==> config.mk <==
export PLATFORM = sky130hd
export DESIGN_NAME = instr_mem_loader
export DESIGN_NICKNAME = d
export VERILOG_FILES = /design/src/rtl/instr_mem_loader_pkg.sv /design/src/rtl/instr_mem_loader_byte_packer.sv /design/src/rtl/instr_mem_loader.sv
export SDC_FILE = /design/constraint.sdc
export NUM_CORES = 1
export LEC_CHECK = 0
export ABC_AREA = 1
export BUFFER_PORTS_ARGS = -buffer_cell sky130_fd_sc_hd__buf_4
export CORE_MARGIN = 4
export CORE_UTILIZATION = 45
export CTS_CLUSTER_SIZE = 10
export DETAILED_ROUTE_END_ITERATION = 12
export PLACE_DENSITY = 0.71
export REMOVE_ABC_BUFFERS = 1
export SETUP_SLACK_MARGIN = 0.5
export SLEW_MARGIN = 40
export SYNTH_ARGS = -nofsm -noshare
export SYNTH_HDL_FRONTEND = slang
export SYNTH_SLANG_ARGS = --single-unit
export TNS_END_PERCENT = 20
==> constraint.sdc <==
create_clock -name clk -period 5.1 [get_ports clk]
set_clock_uncertainty 0.1 [all_clocks]
set_input_delay 0.51 -clock clk [delete_from_list [all_inputs] [get_ports clk]]
set_output_delay 0.51 -clock clk [all_outputs]
set_load 0.02 [all_outputs]
==> src/rtl/instr_mem_loader_pkg.sv <==
// Shared constants for the instruction-memory loader and the memory it fills:
// default geometry and the loader FSM state encoding.
package instr_mem_loader_pkg;

    localparam int IML_ADDR_W = 10;
    localparam int IML_DATA_W = 32;

    localparam logic [1:0] ST_IDLE     = 2'd0;
    localparam logic [1:0] ST_ASSEMBLE = 2'd1;
    localparam logic [1:0] ST_WRITE    = 2'd2;
    localparam logic [1:0] ST_DONE     = 2'd3;

    // An empty load skips straight to the completion pulse.
    function automatic logic [1:0] start_target(input logic len_is_zero);
        logic [1:0] nxt;
        nxt = len_is_zero ? ST_DONE : ST_ASSEMBLE;
        return nxt;
    endfunction

endpackage

==> src/rtl/instr_mem_loader_byte_packer.sv <==
// Big-endian byte packer: shifts accepted bytes into a word and flags the
// byte that completes it (first byte lands in the most significant lane).
module instr_mem_loader_byte_packer
    import instr_mem_loader_pkg::*;
#(
    parameter int DATA_W = IML_DATA_W
) (
    input  logic              i_clk,
    input  logic              i_reset,
    input  logic              i_clear,
    input  logic              i_accept,
    input  logic [7:0]        i_byte,
    output logic [DATA_W-1:0] o_word_next,
    output logic              o_word_complete
);

    localparam int BYTES = DATA_W / 8;
    localparam int CNT_W = (BYTES > 1) ? $clog2(BYTES) : 1;

    // Only the lower lanes need storage; the top lane is shifted out on completion.
    logic [DATA_W-9:0] r_acc;
    logic [CNT_W-1:0]  r_cnt;

    assign o_word_next     = {r_acc, i_byte};
    assign o_word_complete = i_accept && (r_cnt == CNT_W'(BYTES - 1));

    // Accumulator and byte counter.
    always_ff @(posedge i_clk) begin
        if (i_reset) begin
            r_acc <= '0;
            r_cnt <= '0;
        end else if (i_clear) begin
            r_acc <= '0;
            r_cnt <= '0;
        end else if (i_accept) begin
            r_acc <= o_word_next[DATA_W-9:0];
            r_cnt <= o_word_complete ? '0 : (r_cnt + CNT_W'(1));
        end else begin
            r_acc <= r_acc;
            r_cnt <= r_cnt;
        end
    end

endmodule

==> src/rtl/instr_mem_loader.sv <==
// Streams program bytes into instruction memory: assembles words, writes one
// word per WRITE cycle at base+index, and pulses done when the load finishes.
module instr_mem_loader
    import instr_mem_loader_pkg::*;
#(
    parameter int ADDR_W = IML_ADDR_W,
    parameter int DATA_W = IML_DATA_W
) (
    input  logic              clk,
    input  logic              reset,
    input  logic              start,
    input  logic [ADDR_W:0]   load_len,
    input  logic [ADDR_W-1:0] base_addr,
    input  logic [7:0]        byte_in,
    input  logic              byte_valid,
    output logic              byte_ready,
    output logic              mem_we,
    output logic [ADDR_W-1:0] mem_addr,
    output logic [DATA_W-1:0] mem_din,
    output logic              busy,
    output logic              done
);

    logic [1:0]        r_state;
    logic [ADDR_W:0]   r_len;
    logic [ADDR_W-1:0] r_base;
    logic [ADDR_W:0]   r_idx;
    logic              r_mem_we;
    logic [ADDR_W-1:0] r_mem_addr;
    logic [DATA_W-1:0] r_mem_din;
    logic              r_byte_ready;
    logic              r_busy;
    logic              r_done;

    logic [1:0]        w_next_state;
    logic              w_accept;
    logic              w_start_go;
    logic [ADDR_W:0]   w_idx_inc;
    logic [DATA_W-1:0] w_word_next;
    logic              w_word_complete;

    assign w_accept   = byte_valid && (r_state == ST_ASSEMBLE);
    assign w_start_go = start && (r_state == ST_IDLE);
    assign w_idx_inc  = r_idx + {{ADDR_W{1'b0}}, 1'b1};

    instr_mem_loader_byte_packer #(
        .DATA_W (DATA_W)
    ) u_packer (
        .i_clk           (clk),
        .i_reset         (reset),
        .i_clear         (w_start_go),
        .i_accept        (w_accept),
        .i_byte          (byte_in),
        .o_word_next     (w_word_next),
        .o_word_complete (w_word_complete)
    );

    // Next-state decode.
    always_comb begin
        w_next_state = r_state;
        case (r_state)
            ST_IDLE: begin
                if (start) begin
                    w_next_state = start_target(load_len == '0);
                end else begin
                    w_next_state = ST_IDLE;
                end
            end
            ST_ASSEMBLE: begin
                if (w_word_complete) begin
                    w_next_state = ST_WRITE;
                end else begin
                    w_next_state = ST_ASSEMBLE;
                end
            end
            ST_WRITE: begin
                if (w_idx_inc == r_len) begin
                    w_next_state = ST_DONE;
                end else begin
                    w_next_state = ST_ASSEMBLE;
                end
            end
            ST_DONE:  w_next_state = ST_IDLE;
            default:  w_next_state = ST_IDLE;
        endcase
    end

    // State, load context and registered outputs; outputs follow the next state
    // so they are valid for the whole cycle the FSM spends in that state.
    always_ff @(posedge clk) begin
        if (reset) begin
            r_state      <= ST_IDLE;
            r_len        <= '0;
            r_base       <= '0;
            r_idx        <= '0;
            r_mem_we     <= 1'b0;
            r_mem_addr   <= '0;
            r_mem_din    <= '0;
            r_byte_ready <= 1'b0;
            r_busy       <= 1'b0;
            r_done       <= 1'b0;
        end else begin
            r_state      <= w_next_state;
            r_mem_we     <= (w_next_state == ST_WRITE);
            r_byte_ready <= (w_next_state == ST_ASSEMBLE);
            r_busy       <= (w_next_state != ST_IDLE);
            r_done       <= (w_next_state == ST_DONE);

            if (w_start_go) begin
                r_len  <= load_len;
                r_base <= base_addr;
                r_idx  <= '0;
            end else if (r_state == ST_WRITE) begin
                r_idx  <= w_idx_inc;
            end else begin
                r_idx  <= r_idx;
            end

            // Address wraps naturally at ADDR_W bits.
            if (w_word_complete) begin
                r_mem_addr <= r_base + r_idx[ADDR_W-1:0];
                r_mem_din  <= w_word_next;
            end else begin
                r_mem_addr <= r_mem_addr;
                r_mem_din  <= r_mem_din;
            end
        end
    end

    assign byte_ready = r_byte_ready;
    assign mem_we     = r_mem_we;
    assign mem_addr   = r_mem_addr;
    assign mem_din    = r_mem_din;
    assign busy       = r_busy;
    assign done       = r_done;

endmodule

==> results by group, run 1 <==
Outcome
  • Status: finished, final reports clean

Yosys
  • Main combinational cell family by area after synthesis: simple AND/OR/NAND/NOR gates
  • Warnings from Yosys: 0
  • Yosys reg bits: 106
  • Compound-Gate Fraction of Synth Area: 16.19%
  • Synth Area in Adders: 3.373%
  • Simple-Gate Fraction of Synth Area: 26.20%
  • Syn_area_per_cell: 7.515 µm²
  • Post-synthesis instance area: 4674 µm²
  • Synth Area in XOR/XNOR: 1.499%
  • Cell count after synthesis: 622
  • Netlist cell types: 31
  • Post-synthesis mux area share: 0%
  • Post-synthesis sequential area ratio: 45.40%

Place
  • Input/output buffers: 78
  • Post-DP HPWL: 7769 µm
  • GPL Wtd Cong: 0.8463
  • Setup WS pre-CTS: 2.569 ns

Power
  • PD cells: 279.6 nW/µm²
  • VDD IR max: 0.1855 mV
  • Reg power frac: 55.4%
  • Clk pwr share: 36.8%
  • Switching Share: 24.50%
  • Sw power: 378.8 µW
  • Combinational Power Share: 7.8%
  • Leak pwr: 2.317 nW
  • Cell internal pwr: 1.167 mW

Critical path
  • Worst Setup EP: mem_addr[6]
  • R2R depth: 9
  • WP data required: 5.27 ns
  • RR Startpoint: r_idx[0]
  • Reg2Reg Setup Slack: 2.55 ns
  • Critical path origin: r_idx[0]
  • Critical-path top delay cell: dfxtp_1
  • Critical Path, Cell by Cell: ha_1 -> inv_1 -> fa_1 -> o21ai_0 -> a21oi_1 -> o21ai_0 -> xor2_1 -> o21bai_1 -> inv_1
  • Reg-to-reg endpoint: mem_addr[6]
  • Max FO, Critical Path: 14
  • Arrival @ worst endpoint: 2.73 ns
  • Worst setup EP type: flip-flop
  • Nature of the critical path startpoint: flip-flop
  • Cell family with most CP delay: compound AO/OA/AOI/OAI gates
  • Worst Path Buf+Inv: 2
  • Critical path's largest stage delay: 0.62 ns
  • Kind of critical path: flip-flop to flip-flop
  • CP Depth: 9

CTS
  • Worst-Skew Late Latency: 0.38 ns
  • # hold bufs at CTS: 0
  • CTS tree: built
  • Num CTS Buffers: 9
  • H-tree depth: 3
  • Maximum clock path buffer count: 2
  • Post-CTS Setup Inserts: 0
  • CTS resizes: 0
  • Sink Count: 106
  • Clock-pin slew on the worst setup and hold paths: 0.10 ns
  • CTS Root Cell: clkbuf_8

Die
  • IO Count: 79
  • Initial core utilization: 46.96%
  • Die area: 12080 µm²
  • Die Span Y: 109.9 µm
  • Core Box Area: 9955 µm²
  • Die span in x: 109.9 µm
  • Row cnt: 36

Drt
  • Vias per inst: 5.204
  • Pre-antenna DRT Iters: 4
  • Drt total wl: 11450 µm
  • Residual DRC count: 0
  • Initial DRC count: 180
  • Via count: 4262
  • WL per Instance: 13.98 µm
  • Remaining antenna violation count after routing: 0

Cells and area
  • Layout area overhead: 18.31%
  • Final Util: 55.56%
  • Diodes inserted: 0
  • Final #Nets: 727
  • Most common cell after layout, fill and taps aside: nand2_1
  • Leading cell types in the layout, fill and taps excluded: 126 x nand2_1, 106 x dfxtp_1, 80 x buf_4
  • Share of layout cells above drive strength 1: 18.37%

Global route
  • Total GRT Usage: 19.57%
  • Gr ovfl total: 0
  • Initial antenna violation count: 0
  • Largest net degree at the start of global routing: 45
  • First-pass GRT wire length: 18730 µm
  • Vias in the first global route: 4022

Timing
  • Slew @ Worst Pin: 0.7807 ns
  • Final hold viol count: 0
  • Max Slew Vio Count: 0
  • Crit path time final: 2.551 ns
  • Final setup vio count: 0
  • Max_slew headroom: 47.88%
  • Worst setup slack after layout: 2.549 ns
  • Hold slack final: 0.2896 ns
  • Max Fclk: 0.3920 GHz
  • Crit share post-route: 50.02%
  • Setup Total Neg Slack: 0 ns
  • Setup repair after global routing missed its margin: false

Run
  • Max_cap viols: 0

Min path
  • Cells on Worst Hold Path: 3
  • Worst min-delay path category: input port to flip-flop
## cell usage after synthesis (all sizes together)
library cell / number / area, µm²
clkinv: 1 / 3.750
dfxtp: 106 / 2122
nor3: 1 / 5.000
o21bai: 7 / 52.55
buf: 8 / 38.78
xnor2: 1 / 8.760
inv: 57 / 214.0
fa: 1 / 20.02
ha: 11 / 137.6
nand2: 132 / 515.5
a21oi: 78 / 390.4
o211ai: 4 / 30.03
clkbuf: 23 / 86.33
nand4: 7 / 43.79
o21ai: 49 / 245.2
nand3: 58 / 325.3
a211oi: 3 / 22.52
nor2: 64 / 322.8
nor4: 2 / 12.51
o311ai: 1 / 8.760
a21boi: 1 / 7.510
xor2: 7 / 61.31
## area by class of cell
class                           count  area [µm²]
Clock buffer                       10       127.6
Clock inverter                      5       86.33
Fill cell                         936        4424
Inverter                           58       217.7
Multi-Input combinational cell    427        2210
Sequential cell                   106        2122
Tap cell                          133       166.4
Timing Repair Buffer               80       600.6
## power by group through the flow
| stage | registers (mW) | logic (mW) | clock network [mW] |
|---|---|---|---|
| floorplan | 0.874 | 0.0664 | 0 |
| global placement | 0.875 | 0.118 | 0 |
| detailed placement | 0.875 | 0.120 | 0 |
| CTS | 0.857 | 0.121 | 0.581 |
| global route | 0.859 | 0.136 | 0.614 |
| finish | 0.856 | 0.120 | 0.569 |
## state kept, by name (all words and copies together), names as in the netlist
name            cells
u_packer.r_cnt      2
r_base             10
mem_addr           10
mem_we              1
r_idx              11
mem_din            32
busy                1
done                1
r_len              11
u_packer.r_acc     24
byte_ready          1
r_state             2
## worst min-delay path, cell delays in order
cell and delay, ns:
buf_4 0.11, nand2_1 0.05, a21oi_1 0.05
## worst min-delay path by stage
stage                             startpoint            endpoint  slack [ns]
final                             byte_in[4]          mem_din[4]        0.29
after global routing              byte_in[1]   u_packer.r_acc[1]        0.29
after CTS                         byte_in[4]          mem_din[4]        0.28
after detailed placement         mem_din[10]         mem_din[10]        0.35
after global placement           mem_din[12]         mem_din[12]        0.35
after floorplan           u_packer.r_acc[16]  u_packer.r_acc[16]        0.35
## cell families after synthesis
kind of cell | after synthesis
buf+inv | 89
xor+xnor | 8
fa+ha+maj | 12
simple gates | 264
compound gates | 143
flops | 106
## routing by layer
metal / up-vias / wire length, µm / GRT usage [%]
met5: - / 0 / 0
met4: 0 / 121 / 4.987
met3: 11 / 713 / 5.813
met2: 107 / 5428 / 32.41
met1: 1983 / 5185 / 24.89
li1: 2161 / - / -
## metrics by stage
step	cells	area [µm²]	total power [mW]
after floorplan	591	4549	0.9407
after detailed placement	804	5316	0.9957
after global routing	819	5530	1.608
after global placement	804	5316	0.9930
final	819	5530	1.546
after CTS	819	5530	1.559
Power figures use the tool's default switching activity.
==> inputs of run 2 (changes only) <==
Settings changed: ABC_AREA 1 to 0, PLACE_DENSITY 0.71 to 0.74.
Clock period 5.1 ns to 2.2 ns, I/O delays scaled along.
==> results by group, run 2 <==
Drt
  • WL per Instance: 14.64 µm (+4.7%)
  • Vias per inst: 5.264 (+1.1%)
  • Drt total wl: 12110 µm (+5.8%)
  • Initial DRC count: 260 (+44%)
  • Pre-antenna DRT Iters: 4 (unchanged)
  • Via count: 4353 (+2.1%)
  • Residual DRC count: 0 (unchanged)
  • Remaining antenna violation count after routing: 0 (unchanged)

Global route
  • Largest net degree at the start of global routing: 43 (-4.4%)
  • Total GRT Usage: 19.96% (+0.39 points)
  • GR Layer Usage met3: 3.230% (-2.6 points)
  • GRT met2 Usage: 33.70% (+1.3 points)
  • First-pass GRT wire length: 19250 µm (+2.8%)
  • Initial antenna violation count: 0 (unchanged)
  • GR peak layer: met2
  • Vias in the first global route: 4134 (+2.8%)
  • Gr ovfl total: 0 (unchanged)
  • Met1 Track Usage GR: 25.27% (+0.38 points)

Timing
  • Setup Total Neg Slack: 0 ns (unchanged)
  • Slew @ Worst Pin: 0.4545 ns (-0.3262 ns)
  • Max Fclk: 0.5006 GHz (+28%)
  • Setup repair after global routing missed its margin: true
  • Final setup vio count: 0 (unchanged)
  • Max Slew Vio Count: 0 (unchanged)
  • Final hold viol count: 0 (unchanged)
  • Crit path time final: 1.998 ns (-0.5532 ns)
  • Crit share post-route: 90.80% (+41 points)
  • Max_slew headroom: 69.44% (+22 points)

Yosys
  • Yosys reg bits: 106 (unchanged)
  • Ys async rst share: 0% (unchanged)
  • Syn_area_per_cell: 8.015 µm² (+6.7%)
  • Cell count after synthesis: 581 (-6.6%)
  • Main synth FF type: dfxtp_1
  • Number of flops mapped to enable cells by yosys: 0 (unchanged)
  • Most common cell in the netlist: nand2_1
  • Synth top area cells: dfxtp_1 46%, nand2_1 14%, a21oi_1 9.8%
  • Post-synthesis sequential area ratio: 45.57% (+0.17 points)
  • Post-synth top cells: 178 x nand2_1, 106 x dfxtp_1, 91 x a21oi_1
  • Netlist cell types: 56 (+81%)
  • Post-synth top area cell: dfxtp_1
  • Warnings from Yosys: 0 (unchanged)
  • Post-synthesis instance area: 4657 µm² (-0.37%)
  • Top-area cell type share of the netlist area: 45.57% (+0.17 points)

Critical path
  • Max FO, Critical Path: 6 (-8)
  • Critical path origin: r_idx[2]
  • Arrival @ worst endpoint: 2.18 ns (-0.55 ns)
  • Kind of critical path: flip-flop to flip-flop
  • RR Startpoint: r_idx[2]
  • Nature of the critical path startpoint: flip-flop
  • Worst setup EP type: flip-flop
  • WP data required: 2.38 ns (-2.89 ns)

Place
  • Placed instance area: 5400 µm² (+1.6%)
  • Post-DP HPWL: 7760 µm (-0.11%)
  • Input/output buffers: 78 (unchanged)
  • Inst Count DP: 775 (-3.6%)
  • GPL Wtd Cong: 0.8891 (+5.1%)

Run
  • Max_cap viols: 0 (unchanged)

Power
  • PD cells: 571.3 nW/µm² (+100%)
  • Power consumption: 3.542 mW (+130%)
  • Leak pwr: 2.379 nW (+2.7%)
  • VDD IR max: 0.3208 mV (+73%)

Die
  • Die span in x: 109.7 µm (-0.17%)
  • Initial core utilization: 46.99% (about the same)
  • Core Box Area: 9910 µm² (-0.45%)
  • Die area: 12040 µm² (-0.35%)
  • Die Span Y: 109.7 µm (-0.17%)
  • Row cnt: 36 (unchanged)
  • IO Count: 79 (unchanged)

Cells and area
  • Share of layout cells above drive strength 1: 25.94% (+7.6 points)
  • Final Instance Area: 6200 µm² (+12%)
  • Final Util: 62.56% (+7.0 points)
  • Final cell count without fillers: 827 (+0.98%)
  • Final #Nets: 734 (+0.96%)
  • Diodes inserted: 0 (unchanged)
  • Largest register FFs: 32 (unchanged)
  • Most common cell after layout, fill and taps aside: nand2_1
  • Leading cell types in the layout, fill and taps excluded: 178 x nand2_1, 103 x buf_4, 97 x dfxtp_1
  • Layout area overhead: 33.13%

Min path
  • Worst Hold Launch: load_len[4]
  • Worst min-delay path category: input port to flip-flop

CTS
  • Clock-pin slew on the worst setup and hold paths: 0.10 ns (about the same)
  • Maximum clock path buffer count: 2 (unchanged)
  • Sink Count: 106 (unchanged)
  • CTS tree: built
  • Num CTS Buffers: 9 (unchanged)
  • Worst-Skew Late Latency: 0.37 ns (about the same)
  • CTS Root Cell: clkbuf_8
  • H-tree depth: 3 (unchanged)

Outcome
  • Status: finished, final reports clean
## run 2: logic make-up after synthesis
group | after synthesis | synth area share (%)
and+or+nand+nor | 262 | 25.09
xor gates and xnor gates | 23 | 4.487
AOI/OAI and AO/OA | 131 | 16.90
buffers and inverters | 47 | 4.568
DFF | 106 | 45.57
adders and majority gates | 12 | 3.385
## run 2: path summary, 6_finish.rpt
check | endpoint | slack (ns) | cells after the start
worst max-delay path | mem_addr[9] | 0.20 | 6
worst min-delay path | r_len[4] | 0.004 | 3
worst max register to register | mem_addr[9] | 0.20 | 6
worst min register to register | mem_din[26] | 0.36 | 2
## run 2: what timing repair did
item / 4_1_cts / 5_1_grt
gates cloned: 0 / 1
pin swaps: 12 / 16
endpoints found under the hold margin: 32 / 0
gates resized for setup: 28 / 31
endpoints found under the setup margin: 24 / 78
setup buffers: 6 / 3
hold buffers: 26 / 0
## run 2: per-stage QoR
stage                     worst slack [ns]  hold slack [ns]
final                               0.2024         0.003861
after global routing                0.1013          0.01698
after CTS                           0.2569         0.001980
after detailed placement            0.1123           0.3436
after global placement              0.1839           0.3354
after floorplan                    -0.4740           0.1891
## run 2: final cells by class
cell class / count / area (µm²)
Clock buffer: 9 / 123.9
Clock inverter: 7 / 88.84
Fill cell: 868 / 3710
Timing Repair Buffer: 137 / 1146
Multi-Input combinational cell: 428 / 2507
Tap cell: 133 / 166.4
Inverter: 7 / 26.28
Sequential cell: 106 / 2141
## run 2: critical path, cell delays in order, from the launching register on
cell,delay (ns)
dfxtp_4,0.39
ha_2,0.37
o21ai_2,0.09
o211ai_1,0.37
nand4_1,0.19
a21o_1,0.19
a311oi_1,0.22
## run 2: metal layers
layer  vias to the layer above  routed length, µm
met5                         -                  0
met4                         0                234
met3                        24                744
met2                       122               6081
met1                      2020               5047
li1                       2187                  -
## run 2: where the power goes
part	internal [mW]	total (mW)	switching, mW
clock	0.548	1.26	0.716
combinational	0.144	0.301	0.156
sequential	1.95	1.98	0.0308
==> inputs of run 3 (changes only) <==
Settings changed: CORE_MARGIN 4 to default, CTS_CLUSTER_SIZE 10 to default, SYNTH_HIERARCHICAL from default to 1.
==> results by group, run 3 <==
Cells and area
  • Largest register FFs: 32 (unchanged)
  • Most common cell after layout, fill and taps aside: buf_4
  • Share of layout cells above drive strength 1: 24.39% (-1.5 points)
  • Final #Nets: 655 (-11%)
  • Diodes inserted: 0 (unchanged)
  • Register area: 2133 µm² (-0.35%)
  • Final Util: 60.91% (-1.7 points)
  • Leading cell types in the layout, fill and taps excluded: 101 x buf_4, 99 x dfxtp_1, 83 x nor2_1
  • Multi-input logic area: 2346 µm² (-6.4%)
  • Fillers: 826 (-4.8%)
  • Layout area overhead: 30.92%
  • Final Instance Area: 5981 µm² (-3.5%)

Timing
  • Final hold viol count: 0 (unchanged)
  • Setup Total Neg Slack: 0 ns (unchanged)
  • Max Slew Vio Count: 0 (unchanged)
  • Final setup vio count: 0 (unchanged)
  • Crit share post-route: 99.11% (+8.3 points)
  • Crit path time final: 2.180 ns (+0.1827 ns)
  • Max_slew headroom: 66.74% (-2.7 points)
  • Max Fclk: 0.4586 GHz (-8.4%)
  • Worst setup slack after layout: 0.01964 ns (-0.1827 ns)
  • Hold slack final: 0.01344 ns (+0.009583 ns)
  • Setup repair after global routing missed its margin: true
  • Slew @ Worst Pin: 0.4988 ns (+0.04436 ns)

Yosys
  • Ys async rst share: 0% (unchanged)
  • Main synth FF type: dfxtp_1
  • Most common cell in the netlist: dfxtp_1
  • Synth Area in Adders: 3.451% (+0.066 points)
  • Post-synth top cells: 106 x dfxtp_1, 86 x nor2_1, 63 x mux2i_1
  • Yosys reg bits: 106 (unchanged)
  • Top-area cell type share of the netlist area: 46.45% (+0.89 points)
  • Post-synthesis sequential area ratio: 46.45% (+0.89 points)
  • Post-synthesis instance area: 4568 µm² (-1.9%)
  • Synth top area cells: dfxtp_1 46%, mux2i_1 14%, nor2_1 7.1%
  • Syn_area_per_cell: 9.118 µm² (+14%)
  • Simple-Gate Fraction of Synth Area: 17.78% (-7.3 points)
  • Synth Area in XOR/XNOR: 5.368% (+0.88 points)
  • Netlist cell types: 47 (-16%)
  • Post-synth top area cell: dfxtp_1
  • Cell count after synthesis: 501 (-14%)
  • Compound-Gate Fraction of Synth Area: 8.518% (-8.4 points)
  • Number of flops mapped to enable cells by yosys: 0 (unchanged)
  • Warnings from Yosys: 6 (+6)
  • Post-synthesis mux area share: 13.80% (+14 points)
  • Main combinational cell family by area after synthesis: simple AND/OR/NAND/NOR gates

Critical path
  • Reg2Reg Setup Slack: 0.02 ns (-0.18 ns)
  • RR Startpoint: r_idx[0]
  • Worst setup EP type: flip-flop
  • Critical-path top delay cell: dfxtp_4
  • R2R depth: 10 (+4)
  • WP data required: 2.36 ns (-0.02 ns)
  • Arrival @ worst endpoint: 2.34 ns (+0.16 ns)
  • Reg-to-reg endpoint: mem_addr[8]
  • Kind of critical path: flip-flop to flip-flop
  • Max FO, Critical Path: 3 (-3)
  • Critical Path, Cell by Cell: buf_6 -> ha_4 -> inv_2 -> fa_2 -> nor2b_2 -> o21a_1 -> o211ai_1 -> a31oi_1 -> nor4bb_1 -> or3_1
  • Nature of the critical path startpoint: flip-flop
  • Critical path's largest stage delay: 0.37 ns (-0.02 ns)

Place
  • GPL Wtd Cong: 0.7970 (-10%)
  • Post-DP HPWL: 6776 µm (-13%)
  • Setup WS pre-CTS: -0.08888 ns (-0.2012 ns)
  • Placed instance area: 5341 µm² (-1.1%)
  • Input/output buffers: 78 (unchanged)

CTS
  • H-tree depth: 3 (unchanged)
  • Maximum clock path buffer count: 2 (unchanged)
  • Sink Count: 106 (unchanged)
  • CTS Root Cell: clkbuf_8
  • Clock-pin slew on the worst setup and hold paths: 0.10 ns (about the same)
  • Num CTS Buffers: 9 (unchanged)
  • Worst-Skew Late Latency: 0.38 ns (about the same)
  • CTS tree: built

Min path
  • WHS Endpoint: r_base[4]
  • Worst min-delay path category: input port to flip-flop
  • Cells on Worst Hold Path: 3 (unchanged)
  • Worst Hold Launch: base_addr[4]

Global route
  • Vias in the first global route: 3618 (-12%)
  • First-pass GRT wire length: 16060 µm (-17%)
  • Gr ovfl total: 0 (unchanged)
  • Total GRT Usage: 19.52% (-0.45 points)
  • Initial antenna violation count: 0 (unchanged)
  • Largest net degree at the start of global routing: 47 (+9.3%)

Drt
  • Via count: 3803 (-13%)
  • Vias per inst: 5.084 (-3.4%)
  • Initial DRC count: 145 (-44%)
  • Remaining antenna violation count after routing: 0 (unchanged)
  • Residual DRC count: 0 (unchanged)
  • Pre-antenna DRT Iters: 4 (unchanged)
  • Drt total wl: 10130 µm (-16%)
  • WL per Instance: 13.55 µm (-7.5%)

Outcome
  • Status: finished, final reports clean

Die
  • IO Count: 79 (unchanged)
  • Row cnt: 36 (unchanged)
  • Die area: 10560 µm² (-12%)
  • Core Box Area: 9819 µm² (-0.91%)
  • Die Span Y: 102.8 µm (-6.4%)
  • Die span in x: 102.8 µm (-6.4%)
  • Initial core utilization: 46.52% (-0.47 points)

Power
  • Leak pwr: 2.329 nW (-2.1%)
  • VDD IR max: 0.4017 mV (+25%)
  • PD cells: 570.2 nW/µm² (-0.21%)

Run
  • Max_cap viols: 0 (unchanged)
run 3: what timing repair did:
item,4_1_cts,5_1_grt
hold endpoints to repair,35,0
gates resized for setup,7,34
pin swaps,10,23
hold buffers,28,0
endpoints found under the setup margin,22,36
setup buffers,1,3
run 3: worst max-delay path: cells and delay by family, from the launching register on:
kind | cells | cell delay (ns)
AND/OR/NAND/NOR | 3 | 0.55
flip-flops | 1 | 0.37
adder cells (fa/ha/maj) | 2 | 0.38
AO/OA/AOI/OAI | 3 | 0.50
buffers and inverters | 2 | 0.18
run 3: worst max path at each step:
stage | startpoint | to | slack [ns] | cells past startpoint
after CTS | r_idx[0] | mem_addr[8] | 0.01 | 10
after global placement | r_idx[0] | byte_ready | -0.04 | 7
after global routing | r_idx[0] | mem_addr[8] | -0.11 | 10
after floorplan | r_state[0] | byte_ready | -1.63 | 6
after detailed placement | r_idx[0] | byte_ready | -0.09 | 7
final | r_idx[0] | mem_addr[8] | 0.02 | 10
run 3: logic make-up (layout without fill, tap and decap cells):
group	after synthesis	in the layout
simple gates	184	184
compound gates	66	66
xor+xnor	28	28
buf+inv	42	156
fa+ha+maj	12	12
mux	63	63
flops	106	106
run 3: layout make-up:
type                            instances  area share, %
Clock buffer                           10          2.134
Clock inverter                          6         0.9414
Inverter                                5         0.3138
Multi-Input combinational cell        353          39.23
Sequential cell                       106          35.67
Tap cell                              133          2.782
Timing Repair Buffer                  135          18.93
run 3: metal layers:
layer / track usage, % / wire [µm]
met5: 0 / 0
met4: 5.959 / 131
met3: 5.763 / 536
met2: 34.92 / 5047
met1: 22.40 / 4417
run 3: power breakdown:
group / leakage [nW] / internal [mW] / switching (mW)
combinational: 1.38 / 0.144 / 0.137
clock: 0.0917 / 0.441 / 0.714
sequential: 0.862 / 1.95 / 0.0260
run 3: stage by stage:
step                cells  power (mW)
floorplan             464       2.133
global placement      700       2.247
detailed placement    700       2.253
CTS                   745       3.439
global route          748       3.543
finish                748       3.410
